$ cat config.mk
export PLATFORM = sky130hd
export DESIGN_NAME = hazard_unit
export DESIGN_NICKNAME = d
export VERILOG_FILES = /design/src/rtl/hazard_unit.sv
export SDC_FILE = /design/constraint.sdc
export NUM_CORES = 1
export LEC_CHECK = 0
export CAP_MARGIN = 10
export CORE_MARGIN = 10
export CORE_UTILIZATION = 53
export CTS_BUF_LIST = sky130_fd_sc_hd__clkbuf_8
export DETAILED_ROUTE_END_ITERATION = 6
export PLACE_DENSITY = 0.88
export RECOVER_POWER = 50
export SLEW_MARGIN = 25
export SYNTH_ARGS = -nofsm -noshare
export SYNTH_HDL_FRONTEND = slang
export SYNTH_SLANG_ARGS = --single-unit
$ cat constraint.sdc
create_clock -name clk -period 3.3 [get_ports clk]
set_clock_uncertainty 0.2 [all_clocks]
set_input_delay 0.66 -clock clk [delete_from_list [all_inputs] [get_ports clk]]
set_output_delay 0.66 -clock clk [all_outputs]
set_load 0.01 [all_outputs]
$ cat src/rtl/hazard_unit.sv
// Table-free hazard unit for a 5-stage MIPS pipeline: Tuse/Tnew stall logic, forwarding selects, mult/div busy interlock.
// Optional stall statistics counter enabled by defining HAZARD_STAT_EN; otherwise stall_cnt is tied to zero.
module hazard_unit #(
    parameter int REG_AW     = 5,
    parameter int TNEW_W     = 2,
    parameter int MD_MUL_CYC = 5,
    parameter int MD_DIV_CYC = 10,
    parameter int STAT_W     = 32
) (
    input  logic              clk,
    input  logic              reset,
    input  logic [REG_AW-1:0] d_rs,
    input  logic [REG_AW-1:0] d_rt,
    input  logic              d_use_rs,
    input  logic              d_use_rt,
    input  logic [TNEW_W-1:0] d_tuse_rs,
    input  logic [TNEW_W-1:0] d_tuse_rt,
    input  logic [REG_AW-1:0] d_dst,
    input  logic [TNEW_W-1:0] d_tnew,
    input  logic              d_md_use,
    input  logic              e_md_start,
    input  logic              e_md_is_div,
    output logic              stall,
    output logic              md_busy,
    output logic [1:0]        fwd_d_rs,
    output logic [1:0]        fwd_d_rt,
    output logic [1:0]        fwd_e_rs,
    output logic [1:0]        fwd_e_rt,
    output logic              fwd_m_rt,
    output logic [STAT_W-1:0] stall_cnt
);

    localparam int MD_MAX = (MD_DIV_CYC > MD_MUL_CYC) ? MD_DIV_CYC : MD_MUL_CYC;
    localparam int MD_CW  = $clog2(MD_MAX + 1);

    localparam logic [1:0] FWD_NONE = 2'd0;
    localparam logic [1:0] FWD_M    = 2'd1;
    localparam logic [1:0] FWD_W    = 2'd2;

    // Stage tracking state: destination and remaining Tnew as each instruction moves E -> M -> W.
    logic [REG_AW-1:0] e_dst, e_rs, e_rt;
    logic [TNEW_W-1:0] e_tnew;
    logic [REG_AW-1:0] m_dst, m_rt;
    logic [TNEW_W-1:0] m_tnew;
    logic [REG_AW-1:0] w_dst;
    logic [MD_CW-1:0]  md_cnt;

    logic haz_rs, haz_rt, haz_md;

    function automatic logic src_hazard(
        input logic              use_s,
        input logic [REG_AW-1:0] s,
        input logic [TNEW_W-1:0] tuse,
        input logic [REG_AW-1:0] ed,
        input logic [TNEW_W-1:0] et,
        input logic [REG_AW-1:0] md,
        input logic [TNEW_W-1:0] mt
    );
        return use_s && (s != '0) &&
               (((s == ed) && (tuse < et)) || ((s == md) && (tuse < mt)));
    endfunction

    // M wins over W because it holds the younger write to the same register.
    function automatic logic [1:0] fwd_sel(
        input logic [REG_AW-1:0] s,
        input logic [REG_AW-1:0] md,
        input logic [TNEW_W-1:0] mt,
        input logic [REG_AW-1:0] wd
    );
        logic [1:0] sel;
        sel = FWD_NONE;
        if ((s != '0) && (s == md) && (mt == '0)) begin
            sel = FWD_M;
        end else if ((s != '0) && (s == wd)) begin
            sel = FWD_W;
        end
        return sel;
    endfunction

    function automatic logic [TNEW_W-1:0] sat_dec(input logic [TNEW_W-1:0] x);
        return (x == '0) ? '0 : x - TNEW_W'(1);
    endfunction

    always_comb begin
        haz_rs   = src_hazard(d_use_rs, d_rs, d_tuse_rs, e_dst, e_tnew, m_dst, m_tnew);
        haz_rt   = src_hazard(d_use_rt, d_rt, d_tuse_rt, e_dst, e_tnew, m_dst, m_tnew);
        md_busy  = e_md_start || (md_cnt != '0);
        haz_md   = d_md_use && md_busy;
        stall    = !reset && (haz_rs || haz_rt || haz_md);
        fwd_d_rs = fwd_sel(d_rs, m_dst, m_tnew, w_dst);
        fwd_d_rt = fwd_sel(d_rt, m_dst, m_tnew, w_dst);
        fwd_e_rs = fwd_sel(e_rs, m_dst, m_tnew, w_dst);
        fwd_e_rt = fwd_sel(e_rt, m_dst, m_tnew, w_dst);
        fwd_m_rt = (m_rt != '0) && (m_rt == w_dst);
    end

    // NOTE: sequential state uses non-blocking assignments so every stage samples the pre-edge values of the previous one.
    always_ff @(posedge clk) begin
        if (reset) begin
            e_dst  <= '0;
            e_tnew <= '0;
            e_rs   <= '0;
            e_rt   <= '0;
            m_dst  <= '0;
            m_tnew <= '0;
            m_rt   <= '0;
            w_dst  <= '0;
        end else begin
            if (stall) begin
                e_dst  <= '0;
                e_tnew <= '0;
                e_rs   <= '0;
                e_rt   <= '0;
            end else begin
                e_dst  <= d_dst;
                e_tnew <= d_tnew;
                e_rs   <= d_use_rs ? d_rs : '0;
                e_rt   <= d_use_rt ? d_rt : '0;
            end
            m_dst  <= e_dst;
            m_tnew <= sat_dec(e_tnew);
            m_rt   <= e_rt;
            w_dst  <= m_dst;
        end
    end

    // A start while the unit is already counting is ignored rather than reloading.
    always_ff @(posedge clk) begin
        if (reset) begin
            md_cnt <= '0;
        end else if (e_md_start && (md_cnt == '0)) begin
            md_cnt <= e_md_is_div ? MD_CW'(MD_DIV_CYC) : MD_CW'(MD_MUL_CYC);
        end else if (md_cnt != '0) begin
            md_cnt <= md_cnt - MD_CW'(1);
        end
    end

`ifdef HAZARD_STAT_EN
    always_ff @(posedge clk) begin
        if (reset) begin
            stall_cnt <= '0;
        end else if (stall && (stall_cnt != '1)) begin
            stall_cnt <= stall_cnt + STAT_W'(1);
        end
    end
`else
    assign stall_cnt = '0;
`endif

endmodule

==> run metrics <==
Finish-stage setup viols=0; post-route cell area=3060 um2; worst vdd ir=0.000433 V; worst r2r src=md_cnt[0]$_SDFFE_PP0P_; Wirelength per Cell=16.9 um; hold_sp=e_tnew[0]$_SDFF_PP0_; antenna viol nets, final=0; Leak=1.35 nW; Post-layout nets=364; H-tree depth=2; layout cells sized above 1=18.5%; Area after DPL=2850 um2; final worst slack=0.0291 ns; Crit. Startpoint=d_rs[0]; Setup CP Type=in -> out; clk slew on worst S/H paths=0.07 ns; Placer Congestion=0.867; Synth Register Bits=38; diode count=0; commonest cells after routing, fill and taps aside=38 x dfxtp_1, 35 x xor2_1, 32 x conb_1, 27 x clkdlybuf4s50_1, 23 x buf_4; Cell Chain, Critical Path=clkdlybuf4s50_1 -> buf_4 -> xor2_1 -> nor2_1 -> nand3_1 -> a211o_1 -> a31oi_1 -> buf_2; worst-margin pin slew=1.32 ns; DR iter-0 viols=151; setup slack, reg-to-reg=0.78 ns; RSZ-0062 raised after global routing=true; Via density=5.40; core area=4410 um2; DRC viols=0; Max-Cap Viols=0; post-synth cell types=38; area share of the largest cell type after synthesis=31.2%; Avg Inst Size Synth=8.80 um2; slew margin rel.=11.9%; Total GRT Usage=16.3%; crit path launch type=input pin; Initial Util=55.2%; critical path's slowest cell=clkdlybuf4s50_1; Power per Cell Area=481 nW/um2; number of global-route vias before repair=2,058; sequential fraction of the synthesis area=31.2%; Clock Latency Late Sink=0.29 ns; global route overflow=0; largest net degree at the start of global routing=31; dominant cell type by area after synthesis=dfxtp_1; hold crit path type=reg -> reg; Post-Place Cells=371; YS warnings=0; # IOs=71; Row Count=24; Routed WL=6460 um; Post-Syn Area=2440 um2; part of the cycle the worst path needs=99.1%; largest stage delay on the critical path=0.45 ns; clk root buf=clkbuf_8; outcome=completed; initial antenna violation count=0; synth-to-layout area growth=25.6%; Arrival @ worst endpoint=2.41 ns; chip height=87.8 um; CTS tree=yes; first-pass GRT wire length=9850 um; final slew viol count=0; leading cell type in the layout, fill and taps excluded=dfxtp_1; die width=87.8 um; post-place setup slack=-0.400 ns; synth top area cells=dfxtp_1 31%, xor2_1 13%, buf_4 9.9%; Synth Instances=277; number of port buffers=38; Pre-antenna DRT Iters=4; die footprint=7710 um2; Inserted Clock Buffers=5; Num Clock Sinks=38; critical path fanouts, max=4; Crit path required time=2.44 ns; total number of vias=2,061; Final Hold Fails=0; crit end category=output port; CTS Buffer Depth=2; detailed placement HPWL=4690 um; final std cells w/o fill=382; Highest Clock Rate=306 MHz; Final min period=3.27 ns
worst max-delay path: cells and delay by family:
kind / cells / cell delay, ns
buffers and inverters: 3 / 0.79
AOI/OAI and AO/OA: 2 / 0.53
and+or+nand+nor: 2 / 0.27
xor gates and xnor gates: 1 / 0.15
timing repair:
item,in CTS,in global routing
setup buffers,0,3
setup endpoints to repair,5,5
gates resized for setup,17,17
endpoints found under the hold margin,0,0
hold buffers,0,0
pin swaps,1,7
area by class of cell:
| type | count | area, um2 |
|---|---|---|
| clock inverter | 2 | 60.1 |
| fill | 324 | 1350 |
| multi-input combinational | 213 | 1500 |
| clock buffer | 6 | 82.6 |
| timing repair buffer | 64 | 564 |
| sequential | 38 | 761 |
| inverter | 7 | 26.3 |
| tap | 52 | 65.1 |
flip-flops by register name, indices dropped and copies added, names as in the netlist:
register	cells
md_cnt	4
m_dst	5
w_dst	5
e_tnew	2
e_rt	5
m_tnew	2
e_rs	5
e_dst	5
m_rt	5
per-layer routing:
metal	routed length [um]	global-route usage [%]	share of wire, %
met5	0	0	0
met4	116	9.42	1.8
met3	680	6.22	11
met2	3170	25.3	49
met1	2490	18.6	39
synth_stat cells, drive strengths merged:
cell    number
a211o        1
a211oi       5
a21oi        9
a31oi        2
a32oi        1
buf         36
clkbuf      14
conb         1
dfxtp       38
ha           7
inv          7
nand2       13
nand2b       3
nand3        4
nand4        4
nor2        11
nor2b       16
nor3        22
nor4         9
nor4b        7
o21a         1
o21ai        1
o31a         1
o31ai        1
or2          2
or3          1
or3b         1
or4          6
xnor2       18
xor2        35
path summary, 6_finish.rpt:
kind / cells past startpoint / end
min reg2reg: 1 / m_tnew[0]$_SDFF_PP0_
max reg2reg: 8 / e_rt[2]$_SDFF_PP0_
max: 8 / stall
min: 1 / m_tnew[0]$_SDFF_PP0_
power by group:
| group | switching, mW | internal, mW |
|---|---|---|
| clock network | 0.161 | 0.322 |
| logic | 0.226 | 0.208 |
| registers | 0.0520 | 0.505 |
through the flow:
stage          total power, mW  TNS, ns  hold slack [ns]  utilization, %
2_1_floorplan            0.863        0            0.223               -
3_3_place_gp             0.961    -1.43            0.241            64.5
3_5_place_dp             0.980    -1.56            0.251            64.5
4_1_cts                   1.46   -0.111            0.271            68.0
5_1_grt                   1.56  -0.0227            0.299            69.4
6_report                  1.47        0            0.269            69.4
cells by family (layout without fill, tap and decap cells):
logic type                 Yosys count  count (layout)  share of synthesized area, %
DFF                                 38              38                          31.2
buffers and inverters               57              79                          14.4
other                                1              32                         0.154
AOI/OAI and AO/OA                   22              22                          6.31
xor gates and xnor gates            53              53                          19.0
adders and majority gates            7               7                          3.59
and+or+nand+nor                     99              99                          25.3
(Power assumes the default switching activity.)
